### src/rtl/mat_load_pkg.sv
// rtl/mat_load_pkg.sv - shared types and constants for the matrix load scheduler
package mat_load_pkg;

    typedef enum logic [2:0] {
        LOAD,
        RD_A,
        RD_B,
        ISSUE,
        WAIT,
        DONE
    } state_t;

    localparam int N_BANKS        = 4;
    localparam int N_DIM          = 4;
    localparam int BYTES_PER_WORD = 4;
    localparam int BYTE_CNT_W     = 7;

    // Upper address bits select the matrix region inside every bank
    localparam logic [1:0] REGION_A = 2'b00;
    localparam logic [1:0] REGION_B = 2'b01;

    function automatic logic [N_BANKS-1:0] bank_onehot(input logic [1:0] bank);
        return N_BANKS'(1) << bank;
    endfunction

endpackage

### src/rtl/byte_packer.sv
// rtl/byte_packer.sv - little-endian 4-byte word assembler with word-ready strobe
module byte_packer
    import mat_load_pkg::*;
(
    input  logic                          uart_clk,
    input  logic                          reset,
    input  logic [7:0]                    i_byte,
    input  logic                          i_byte_valid,
    input  logic                          i_word_last,
    output logic [8*BYTES_PER_WORD-1:0]   o_word,
    output logic                          o_word_ready
);

    // Bytes shift in from the top so the first byte ends up in bits 7:0
    always_ff @(posedge uart_clk) begin
        if (reset) begin
            o_word       <= '0;
            o_word_ready <= 1'b0;
        end else begin
            o_word_ready <= i_byte_valid && i_word_last;
            if (i_byte_valid) begin
                o_word <= {i_byte, o_word[8*BYTES_PER_WORD-1:8]};
            end
        end
    end

endmodule

### src/rtl/mat_load_sched.sv
// rtl/mat_load_sched.sv - UART matrix loader and systolic operand feeder; MAT_LOAD_TIMEOUT_EN adds the inter-byte timeout
module mat_load_sched
    import mat_load_pkg::*;
#(
    parameter int TIMEOUT_CYCLES = 1000000,
    parameter int DATA_W         = 32
) (
    input  logic                        uart_clk,
    input  logic                        reset,
    input  logic [7:0]                  i_byte,
    input  logic                        i_byte_valid,
    output logic [N_BANKS-1:0]          o_ram_we,
    output logic [3:0]                  o_ram_addr,
    output logic [DATA_W-1:0]           o_ram_din,
    input  logic [N_BANKS*DATA_W-1:0]   i_ram_dout,
    output logic [N_BANKS*DATA_W-1:0]   o_mm_a,
    output logic [N_BANKS*DATA_W-1:0]   o_mm_b,
    output logic                        o_mm_valid,
    input  logic                        i_mm_done,
    output logic                        o_busy,
    output logic                        o_done,
    output logic                        o_overrun,
    output logic                        o_timeout
);

    state_t                     r_state;
    logic [BYTE_CNT_W-1:0]      r_cnt;
    logic [1:0]                 r_k;
    logic [1:0]                 r_wr_bank;
    logic [3:0]                 r_ram_addr;
    logic [N_BANKS*DATA_W-1:0]  r_acol;
    logic [N_BANKS*DATA_W-1:0]  r_mm_b_hold;
    logic                       r_mm_valid;
    logic                       r_done;
    logic                       r_overrun;
    logic                       r_feed_pending;

    logic                       w_accept;
    logic                       w_byte_take;
    logic                       w_word_last;
    logic                       w_word_ready;
    logic                       w_expire;
    logic [4:0]                 w_widx;
    logic [DATA_W-1:0]          w_word;

    // The cycle carrying the final write still belongs to LOAD but takes no bytes
    assign w_accept    = (r_state == LOAD) && !r_feed_pending;
    assign w_byte_take = i_byte_valid && w_accept;
    assign w_word_last = (r_cnt[1:0] == 2'b11);
    assign w_widx      = r_cnt[6:2];

    byte_packer u_packer (
        .uart_clk     (uart_clk),
        .reset        (reset),
        .i_byte       (i_byte),
        .i_byte_valid (w_byte_take),
        .i_word_last  (w_word_last),
        .o_word       (w_word),
        .o_word_ready (w_word_ready)
    );

`ifdef MAT_LOAD_TIMEOUT_EN
    localparam int IDLE_W = $clog2(TIMEOUT_CYCLES + 1);

    logic [IDLE_W-1:0] r_idle;
    logic              r_timeout;

    assign w_expire = w_accept && !i_byte_valid && (r_cnt != '0) &&
                      (r_idle == IDLE_W'(TIMEOUT_CYCLES - 1));

    always_ff @(posedge uart_clk) begin
        if (reset) begin
            r_idle    <= '0;
            r_timeout <= 1'b0;
        end else begin
            r_timeout <= w_expire;
            if (!w_accept || i_byte_valid || (r_cnt == '0) || w_expire) begin
                r_idle <= '0;
            end else begin
                r_idle <= r_idle + 1'b1;
            end
        end
    end

    assign o_timeout = r_timeout;
`else
    assign w_expire  = 1'b0;
    assign o_timeout = 1'b0;
`endif

    always_ff @(posedge uart_clk) begin
        if (reset) begin
            r_state        <= LOAD;
            r_cnt          <= '0;
            r_k            <= '0;
            r_wr_bank      <= '0;
            r_ram_addr     <= '0;
            r_acol         <= '0;
            r_mm_b_hold    <= '0;
            r_mm_valid     <= 1'b0;
            r_done         <= 1'b0;
            r_overrun      <= 1'b0;
            r_feed_pending <= 1'b0;
        end else begin
            r_mm_valid <= 1'b0;
            r_done     <= 1'b0;
            if (i_byte_valid && !w_accept) begin
                r_overrun <= 1'b1;
            end
            case (r_state)
                LOAD: begin
                    if (r_feed_pending) begin
                        r_feed_pending <= 1'b0;
                        r_k            <= '0;
                        r_ram_addr     <= {REGION_A, 2'b00};
                        r_state        <= RD_A;
                    end else if (i_byte_valid) begin
                        r_cnt <= r_cnt + 1'b1;
                        // B is stored transposed so one read returns a whole row
                        if (w_word_last) begin
                            if (!w_widx[4]) begin
                                r_wr_bank  <= w_widx[3:2];
                                r_ram_addr <= {REGION_A, w_widx[1:0]};
                            end else begin
                                r_wr_bank  <= w_widx[1:0];
                                r_ram_addr <= {REGION_B, w_widx[3:2]};
                            end
                        end
                        if (&r_cnt) begin
                            r_feed_pending <= 1'b1;
                        end
                    end else if (w_expire) begin
                        r_cnt <= '0;
                    end
                end
                RD_A: begin
                    r_ram_addr <= {REGION_B, r_k};
                    r_state    <= RD_B;
                end
                RD_B: begin
                    r_acol     <= i_ram_dout;
                    r_mm_valid <= 1'b1;
                    r_state    <= ISSUE;
                end
                ISSUE: begin
                    r_mm_b_hold <= i_ram_dout;
                    if (r_k == 2'(N_DIM - 1)) begin
                        r_state <= WAIT;
                    end else begin
                        r_k        <= r_k + 2'd1;
                        r_ram_addr <= {REGION_A, r_k + 2'd1};
                        r_state    <= RD_A;
                    end
                end
                WAIT: begin
                    if (i_mm_done) begin
                        r_done  <= 1'b1;
                        r_state <= DONE;
                    end
                end
                DONE: begin
                    r_cnt   <= '0;
                    r_k     <= '0;
                    r_state <= LOAD;
                end
                default: r_state <= LOAD;
            endcase
        end
    end

    assign o_ram_we   = w_word_ready ? bank_onehot(r_wr_bank) : '0;
    assign o_ram_addr = r_ram_addr;
    assign o_ram_din  = w_word;
    assign o_mm_a     = r_acol;
    assign o_mm_b     = (r_state == ISSUE) ? i_ram_dout : r_mm_b_hold;
    assign o_mm_valid = r_mm_valid;
    assign o_done     = r_done;
    assign o_overrun  = r_overrun;
    assign o_busy     = (r_state != LOAD) || (r_cnt != '0) || r_feed_pending;

endmodule
### config.mk
export PLATFORM = sky130hd
export DESIGN_NAME = mat_load_sched
export DESIGN_NICKNAME = d
export VERILOG_FILES = /design/src/rtl/mat_load_pkg.sv /design/src/rtl/byte_packer.sv /design/src/rtl/mat_load_sched.sv
export SDC_FILE = /design/constraint.sdc
export NUM_CORES = 1
export LEC_CHECK = 0
export CAP_MARGIN = 5
export CORE_MARGIN = 2
export CORE_UTILIZATION = 35
export DETAILED_ROUTE_END_ITERATION = 12
export PLACE_DENSITY_LB_ADDON = 0.1
export SLEW_MARGIN = 20
export SYNTH_ARGS = -nofsm -noshare
export SYNTH_HDL_FRONTEND = slang
export SYNTH_HIERARCHICAL = 1
export SYNTH_SLANG_ARGS = --single-unit
### constraint.sdc
create_clock -name uart_clk -period 3.8 [get_ports uart_clk]
set_input_delay 0.57 -clock uart_clk [delete_from_list [all_inputs] [get_ports uart_clk]]
set_output_delay 0.57 -clock uart_clk [all_outputs]
set_load 0.005 [all_outputs]
==> results of run 1 <==
## registers in the layout, summed over array words and instances, names as in the netlist
signal                 flops
r_wr_bank                  2
r_cnt                      7
r_k                        2
o_mm_a                   128
o_done                     1
o_ram_addr                 3
o_overrun                  1
r_feed_pending             1
r_mm_b_hold              128
r_state                    3
u_packer/o_word           32
u_packer/o_word_ready      1
o_mm_valid                 1
## layout by cell type, fill, tap and decap left out, drive strengths merged, types with 3 or more instances in the layout
cell type / instances
clkbuf: 53
clkinv: 9
nand3: 7
clkdlybuf4s50: 437
a211oi: 6
xnor2: 4
inv: 8
o21ai: 4
nor2: 48
and2: 129
dfxtp: 310
nand2: 266
ha: 3
nor3: 7
buf: 12
mux2: 128
a21oi: 137
nand2b: 5
mux2i: 38
## path summary, 6_finish.rpt
path | slack, ns | depth (start not counted) | endpoint
setup reg to reg | 1.51 | 4 | o_mm_a[8]
setup / recovery | 0.38 | 4 | o_mm_b[46]
hold reg to reg | 0.45 | 2 | o_mm_a[13]
hold / removal | 0.45 | 2 | o_mm_a[13]
## layer usage
metal / vias up / global-route usage (%)
li1: 4810 / -
met1: 4480 / 23.8
met2: 312 / 33.8
met3: 46 / 7.37
met4: 0 / 5.68
met5: - / 0
## kinds of logic after synthesis
| kind of cell | count (synthesis) | share of synthesized area, % |
|---|---|---|
| adders and majority gates | 3 | 0.322 |
| AOI/OAI and AO/OA | 157 | 7.31 |
| other | 1 | 0.0321 |
| xor gates and xnor gates | 5 | 0.375 |
| muxes | 166 | 15.6 |
| and+or+nand+nor | 479 | 19.0 |
| DFF | 310 | 53.2 |
| buffers and inverters | 98 | 4.16 |
## critical path: stages (launching register included)
cell             delay, ns
dfxtp_1               0.68
nand3b_1              0.34
buf_12                0.35
mux2_2                0.39
clkdlybuf4s50_1       0.48
## stage by stage
stage	hold WS [ns]	std cells	util, %
5_1_grt	0.469	2086	53.5
3_3_place_gp	0.441	2021	49.9
3_5_place_dp	0.446	2021	49.9
2_1_floorplan	0.453	1220	-
6_report	0.451	2086	53.5
4_1_cts	0.454	2085	53.5
## layout make-up
type / instances / area [um2] / area share (%)
Inverter: 8 / 31.3 / 0.179
Tap cell: 442 / 553 / 3.16
Clock buffer: 53 / 1090 / 6.20
Clock inverter: 11 / 113 / 0.643
Timing Repair Buffer: 449 / 4520 / 25.8
Sequential cell: 310 / 6210 / 35.4
Multi-Input combinational cell: 812 / 5000 / 28.5
Antenna cell: 1 / 2.50 / 0.0143
## power groups by stage
stage          clock network (W)  logic (W)  registers [W]
3_5_place_dp                   0    0.00112        0.00355
6_report                 0.00344    0.00110        0.00348
3_3_place_gp                   0    0.00111        0.00354
5_1_grt                  0.00370    0.00120        0.00350
4_1_cts                  0.00355    0.00112        0.00348
2_1_floorplan                  0   0.000499        0.00356
==> impl_results.md, run 1 <==
* First-pass GRT wire length at 55.8 mm
* Setup Viol. Count Final at 0
* #FFs+latches synth at 310
* Top layer in use: met4
* Area Overhead vs Synth at 50.0%
* CP Class: reg -> out
* Actual slew at the worst max-slew pin at 1.07 ns
* Post-route met1 wirelength at approximately 15 mm
* CTS Hold Bufs at 0
* Ys Warns at 6
* Layout Skew at 0.0114 ns
* Initial antenna violation count at 1
* Sequential share of power at between 40 and 50%
* Final cycle utilization of the critical path at 90.0%
* Area contributors post-synth: dfxtp_1 (53%), mux2_2 (10%), nand2_1 (8.6%)
* Largest net degree at the start of global routing at 129
* # clock sinks at between 300 and 400
* Effective utilization at floorplan at 35.7%
* Post-route cell area at 17500 um2
* Total grt overflow at 0
* Post-synthesis cell type count at 48
* Sw Share at 24.3%
* Routed vias/inst at 4.63
* Top post-synthesis cells by count: dfxtp_1 (310), nand2_1 (266), a21oi_1 (137), and2_1 (129), mux2_2 (108)
* Final ANT Viol Nets at 0
* Post-synth EDFFs at 0
* Critical path fanouts, max at 70
* Area after DPL at 16300 um2
* Num ports at around 440
* CP arrival at 2.85 ns
* Starting DRT DRC Count at 401
* Comb power frac at between 10% and 20%
* Tot GR Track Use at 20.0%
* Hold path startpoint: o_mm_a[13]
* Synth Flop Type: dfxtp_1
* Core Area at 32700 um2
* PortBufs at 438
* Startpoint Class: flop
* Die area at 34800 um2
* Routed via count at 9648
* Post-synthesis sequential area ratio at 53.2%
* Leak at 6.67 nW
* CP startpoint: r_state[2]
* Minimum clock period at 3.42 ns
* CTS tree: done
* Relative slew slack at 29.0%
* Detail Route met3 WL at between 3 and 4 mm
* Worst-Skew Late Latency at approximately 0.51 ns
* Share of cells above drive strength 1 at 11.5%
* Peak VDD IR at 0.000311 V
* Die X at 187 um
* Post-CTS sizing at 0
* Setup WS pre-CTS at 0.932 ns
* Internal at 0.00608 W
* Fin nets at 1760
* Status: finished, final reports clean
* Sum Neg Setup Slack at 0 ns
* CTS Root Cell: clkbuf_16
* Worst-path clk slew at 0.06 ns
* Setup bufs post-CTS at 0
* DRC Markers at 0
* Detailed Routing Iterations Pass 1 at 5
* Vias in the first global route at 9520
* Final Slew Violations at 0
* Routed wire length at 36.0 mm
* Async SR Flop Fraction at 0%
* CP required at 3.23 ns
* WL per Instance at about 17 um
* Die Ht at roughly 190 um
* Total power at 0.00802 W
* Cell count after synthesis at between 1000 and 1500
* Fillers at 3106
* P_sw at a little under 0.002 W
* Max Cap Viol at 0
* RSZ-0062 raised after global routing: no
* Min-Delay Path Class: reg -> reg
* Final HPWL DP at 24.7 mm
* PwrDens at between 400 and 500 nW/um2
* Clock power share at 42.9%
* Setup WS post-layout at about 0.38 ns
* Met2 WL at around 17 mm
* H-tree levels at 2
* CTS buffer count at 36
* Top cell type's share of synthesized area at 53.2%
* FP Rows at 66
* Clock Tree Buf Depth at 3
* Synthesized area at 11700 um2
* Area leader, netlist: dfxtp_1
* FMAX at 293 MHz
* Critical path endpoint category: primary output
* Top-count cell post-synth: dfxtp_1
* Synth Area per Inst at 9.58 um2
* Placer congestion estimate at 0.776
* Fin. Hold Viols at 0
* RR Startpoint: r_state[2]
(Power assumes the default switching activity.)
==> inputs of run 2 (changes only) <==
--- a/config.mk
+++ b/config.mk
@@ -8,7 +8,10 @@
 export CAP_MARGIN = 5
 export CORE_MARGIN = 2
 export CORE_UTILIZATION = 35
+export CTS_CLUSTER_DIAMETER = 60
 export DETAILED_ROUTE_END_ITERATION = 12
+export GPL_TIMING_DRIVEN = 0
+export HOLD_SLACK_MARGIN = 0.06
 export PLACE_DENSITY_LB_ADDON = 0.1
 export SLEW_MARGIN = 20
 export SYNTH_ARGS = -nofsm -noshare
==> run 2 against run 1 <==
  * Final area grew 1.8%
  * Sequential share of layout area down 0.64 points
  * Setup slack worse by 0.046 ns
  * Fmax decreased by 1.3%
  * Clock power increased by 1%
  * Wire length rose by 6.6%
  * Non-clock buffer count grew 78
  * Critical path depth is 2 higher
  * Die area unchanged
==> impl_results.md, run 2 (synthesis gave the netlist of run 1 again) <==
* PortBufs at approximately 440
* Routed vias/inst at 4.67
* Starting DRT DRC Count at 413
* Final HPWL DP at between 20 and 30 mm
* Placer congestion estimate at 0.813
* Core Area at 32700 um2
* CP arrival at 2.89 ns
* Final Slew Violations at 0
* Total grt overflow at 0
* RSZ-0062 raised after global routing: no
* First-pass GRT wire length at 58.1 mm
* Setup bufs post-CTS at 0
* Die X at 187 um
* H-tree levels at 2
* Routed wire length at 38.4 mm
* Critical path fanouts, max at 10
* CTS Hold Bufs at 0
* Area Overhead vs Synth at 52.7%
* Setup WS pre-CTS at 0.777 ns
* Final ANT Viol Nets at 0
* DRC Markers at 0
* Leak at 6.81 nW
* Die area at 34800 um2
* CP Class: reg -> out
* # clock sinks at 310
* Num ports at 441
* Worst-Skew Late Latency at 0.51 ns
* Largest net degree at the start of global routing at 13
* Actual slew at the worst max-slew pin at 0.841 ns
* Worst R2R Setup Slack at 1.65 ns
* WL per Instance at about 18 um
* Layout Skew at 0.0148 ns
* Vias in the first global route at 9952
* Die Ht at 187 um
* Hold Path Stages at 2
* Initial antenna violation count at 3
* Worst-path clk slew at 0.05 ns
* Commonest non-fill, non-tap cell in the layout: clkdlybuf4s50_1
* Share of cells above drive strength 1 at between 10% and 20%
* Crit Reg-Reg Endpoint: r_mm_b_hold[123]
* Setup WS post-layout at approximately 0.34 ns
* Relative slew slack at 44.0%
* PwrDens at about 460 nW/um2
* Setup Viol. Count Final at 0
* Effective utilization at floorplan at 35.7%
* CTS buffer count at 37
* Min-Delay Path Class: in -> reg
* Routed via count at 10100
* Fin nets at 1839
* Peak VDD IR at 0.000310 V
* Detailed Routing Iterations Pass 1 at 5
* Status: finished, final reports clean
* Clock Tree Buf Depth at 3
* Worst r2r path cells at 6
* Startpoint Class: flop
* Minimum clock period at 3.46 ns
* CTS tree: done
* Post-route insts no fill at 2166
* WHS Endpoint: u_packer/o_word_ready
* Hold path startpoint: reset
* Fin. Hold Viols at 0
* FMAX at between 200 and 300 MHz
* CTS Root Cell: clkbuf_16
* Most frequent cells in the layout: clkdlybuf4s50_1 (437), dfxtp_1 (310), nand2_1 (266)
* Max Cap Viol at 0
* FP Rows at 66
* Tot GR Track Use at 21.3%
* Post-CTS sizing at 0
* RR Startpoint: r_state[2]
* CP required at 3.23 ns
* Sum Neg Setup Slack at 0 ns
* DP Cell Count at 2099
* Final cycle utilization of the critical path at 91.2%
* Critical path endpoint category: primary output
## run 2: cell count changes in the layout (fill, tap and decap cells not counted), moves of 2 or more
| cell | before | now |
|---|---|---|
| buf_1 | 0 | 2 |
| buf_2 | 0 | 37 |
| buf_4 | 7 | 2 |
| clkbuf_1 | 6 | 53 |
| clkbuf_16 | 37 | 39 |
| clkbuf_8 | 10 | 7 |
| clkinv_2 | 8 | 5 |
| inv_1 | 5 | 7 |
## run 2: cell type report
| class | instances | area (um2) |
|---|---|---|
| well taps | 442 | 553 |
| repair buffers | 437 | 4370 |
| fillers | 3060 | 14900 |
| multi-input cells | 812 | 4990 |
| inverters | 8 | 30.0 |
| diodes | 2 | 5.00 |
| clock inverters | 10 | 110 |
| flip-flops and latches | 310 | 6210 |
| clock buffers | 55 | 1110 |
| plain buffers | 90 | 455 |
## run 2: metrics by stage
stage | hold slack (ns) | cell area (um2) | utilization (%) | total power (W)
4_1_cts | 0.290 | 17800 | 54.5 | 0.00825
3_3_place_gp | 0.441 | 16600 | 50.8 | 0.00472
5_1_grt | 0.310 | 17800 | 54.5 | 0.00848
3_5_place_dp | 0.445 | 16600 | 50.8 | 0.00473
6_report | 0.309 | 17800 | 54.5 | 0.00813
2_1_floorplan | 0.453 | 11700 | - | 0.00406
## run 2: where the power goes
part | switching, W | internal [W]
Sequential | 0.0000803 | 0.00340
Combinational | 0.000568 | 0.000595
Clock | 0.00134 | 0.00215
## run 2: worst max-delay path: stages (launching register included)
cell and delay [ns]:
dfxtp_1 0.30, buf_2 0.18, nand3b_1 0.29, buf_2 0.33, buf_2 0.39, mux2_1 0.39, clkdlybuf4s50_1 0.51
## run 2: layer usage
layer / share of wire (%) / up-vias / GRT usage, %
li1: - / 4989 / -
met2: 47 / 348 / 36.1
met1: 41 / 4718 / 24.7
met3: 8.7 / 69 / 7.71
met4: 3.2 / 2 / 7.51
met5: 0.023 / - / 0
## run 2: worst max path at each step
stage	to	from	slack [ns]	depth (start not counted)
final	o_mm_b[122]	r_state[2]	0.34	6
after floorplan	o_mm_b[49]	r_state[2]	1.90	5
after global placement	o_mm_b[124]	r_state[2]	0.79	6
after CTS	o_mm_b[122]	r_state[2]	0.23	6
after detailed placement	o_mm_b[122]	r_state[2]	0.78	6
after global routing	o_mm_b[124]	r_state[2]	0.14	6
==> inputs of run 3 (changes only) <==
--- a/config.mk
+++ b/config.mk
@@ -5,11 +5,12 @@
 export SDC_FILE = /design/constraint.sdc
 export NUM_CORES = 1
 export LEC_CHECK = 0
+export ABC_AREA = 1
 export CAP_MARGIN = 5
-export CORE_MARGIN = 2
-export CORE_UTILIZATION = 35
+export CORE_AREA = 2 2 169 171
 export CTS_CLUSTER_DIAMETER = 60
 export DETAILED_ROUTE_END_ITERATION = 12
+export DIE_AREA = 0 0 171 173
 export GPL_TIMING_DRIVEN = 0
 export HOLD_SLACK_MARGIN = 0.06
 export PLACE_DENSITY_LB_ADDON = 0.1
==> run 3 against run 2 <==
  * Cell count rose by 16%
  * Non-clock buffer count grew 14
  * Clock skew up 0.0036 ns
  * Clock-buffer cell count decreased by 1
==> impl_results.md, run 3 <==
* Status: finished, final reports clean
* Placer congestion estimate at 0.855
* Area Overhead vs Synth at 50.4%
* Cell count after synthesis at around 1600
* Actual slew at the worst max-slew pin at 0.992 ns
* Tot GR Track Use at 26.4%
* Critical path fanouts, max at 10
* P_sw at 0.00205 W
* Routed vias/inst at 4.76
* Setup bufs post-CTS at 0
* Synth Area per Inst at 7.18 um2
* CTS buffer count at 35
* # clock sinks at 310
* Relative slew slack at approximately a third
* Min-Delay Path Class: reg -> reg
* DP Cell Count at 2453
* CTS tree: done
* CP arrival at 2.77 ns
* Sequential share of power at 44.7%
* Worst path max stage delay at 0.62 ns
* Internal at 0.00597 W
* Initial antenna violation count at 4
* Die Ht at 173 um
* Area contributors post-synth: dfxtp_1 (53%), nand2_1 (16%), nor2_1 (11%)
* Comb power frac at 16.5%
* Synth Flop Type: dfxtp_1
* CTS Root Cell: clkbuf_16
* Minimum clock period at between 3 and 4 ns
* Top-count cell post-synth: nand2_1
* Core Area at 27600 um2
* Ys Warns at 6
* Post-route cell area at about 18000 um2
* Sw Share at between 20% and 30%
* WL per Instance at between 15 and 20 um
* Share of cells above drive strength 1 at approximately 5.8%
* Routed via count at 12000
* Detailed Routing Iterations Pass 1 at 5
* FMAX at around 300 MHz
* Peak VDD IR at between 0.0003 and 0.0004 V
* Post-synthesis sequential area ratio at 52.9%
* Post-synthesis cell type count at 21
* Layout Skew at 0.0184 ns
* FP Rows at 61
* #FFs+latches synth at 310
* PortBufs at 438
* H-tree levels at 2
* Synthesized area at around 12000 um2
* Die area at 29600 um2
* Top post-synthesis cells by count: nand2_1 (501), nor2_1 (344), dfxtp_1 (310), a21oi_1 (140), o21ai_0 (136)
* CP required at 3.23 ns
* Final Slew Violations at 0
* Routed wire length at 40.2 mm
* Clock power share at 38.9%
* Fin nets at ~2300
* Most frequent cells in the layout: nand2_1 (501), clkdlybuf4s50_1 (438), nor2_1 (344)
* Die X at 171 um
* Top cell type's share of synthesized area at 52.9%
* CP Class: reg -> out
* Num ports at 441
* Post-CTS sizing at 0
* Async SR Flop Fraction at 0%
* Clock Tree Buf Depth at 3
* Final cycle utilization of the critical path at 88.0%
* Vias in the first global route at 11400
* Critical path endpoint category: primary output
* Largest net degree at the start of global routing at 14
* Post-synth EDFFs at 0
* Area after DPL at 16600 um2
* Critical path cell sequence: buf_2 > nand2_1 > nor2_2 > buf_2 > buf_2 > nand2_1 > nand2_1 > clkdlybuf4s50_1
* PwrDens at 454 nW/um2
* Effective utilization at floorplan at 42.5%
* Sum Neg Setup Slack at 0 ns
* First-pass GRT wire length at approximately 61 mm
* Worst-path clk slew at approximately 0.050 ns
* Max Cap Viol at 0
* Worst-Skew Late Latency at 0.52 ns
* Fin. Hold Viols at 0
* Post-route insts no fill at around 2500
* DRC Markers at 0
* Area leader, netlist: dfxtp_1
* Startpoint Class: flop
* Commonest non-fill, non-tap cell in the layout: nand2_1
* Starting DRT DRC Count at 675
* Hold Slack at 0.466 ns
* Critical-path top delay cell: clkdlybuf4s50_1
* Final HPWL DP at 30.7 mm
* Total grt overflow at 0
* Leak at between 7 and 8 nW
* Setup Viol. Count Final at 0
* Final ANT Viol Nets at 0
* RSZ-0062 raised after global routing: no
* CTS Hold Bufs at 0
* Utilization after layout at 63.9%
[run 3: critical path, delay by kind of cell (launching register included)]
| kind | cells | cell delay (ns) |
|---|---|---|
| buffers and inverters | 4 | 1.44 |
| DFF | 1 | 0.30 |
| and+or+nand+nor | 4 | 0.53 |
[run 3: cells by family (layout without fill, tap and decap cells)]
group / Yosys count / in the layout / synth area share, %
buffers and inverters: 165 / 664 / 6.27
and+or+nand+nor: 881 / 881 / 28.8
DFF: 310 / 310 / 52.9
other: 1 / 5 / 0.0319
AOI/OAI and AO/OA: 276 / 276 / 11.8
adders and majority gates: 3 / 3 / 0.320
[run 3: layer usage]
layer	share of wire (%)	up-vias	routed length, um	GRT usage (%)
li1	-	6104	-	-
met3	10	93	4000	9.29
met5	0.032	-	13	0
met2	47	437	18800	44.2
met1	39	5353	15700	30.1
met4	4.0	2	1610	11.8
[run 3: final timing paths]
kind | slack (ns) | from | endpoint | cells after the start
hold reg to reg | 0.47 | u_packer/o_word[2] | u_packer/o_word[2] | 2
setup reg to reg | 1.97 | r_state[0] | r_mm_b_hold[84] | 7
hold / removal | 0.47 | u_packer/o_word[2] | u_packer/o_word[2] | 2
setup / recovery | 0.46 | r_state[0] | o_mm_b[97] | 8
[run 3: final cells by class]
class	instances	area, um2
clock buffer	54	997
inverter	62	233
timing repair buffer	438	4380
clock inverter	7	50.0
tap	378	473
fill	2575	9970
buffer	103	503
multi-input combinational	1162	4800
sequential	310	6210
antenna	3	7.51
[run 3: stage by stage]
stage                     total power (W)  setup WS (ns)
final                             0.00802          0.456
after global routing              0.00837          0.312
after CTS                         0.00808          0.423
after detailed placement          0.00497          0.661
after global placement            0.00495          0.701
after floorplan                   0.00420           2.07
[run 3: power by group through the flow]
| stage | clock, W | combinational [W] | sequential [W] |
|---|---|---|---|
| 2_1_floorplan | 0 | 0.000550 | 0.00365 |
| 3_3_place_gp | 0 | 0.00131 | 0.00364 |
| 3_5_place_dp | 0 | 0.00132 | 0.00365 |
| 4_1_cts | 0.00317 | 0.00133 | 0.00358 |
| 5_1_grt | 0.00331 | 0.00146 | 0.00360 |
| 6_report | 0.00312 | 0.00132 | 0.00358 |
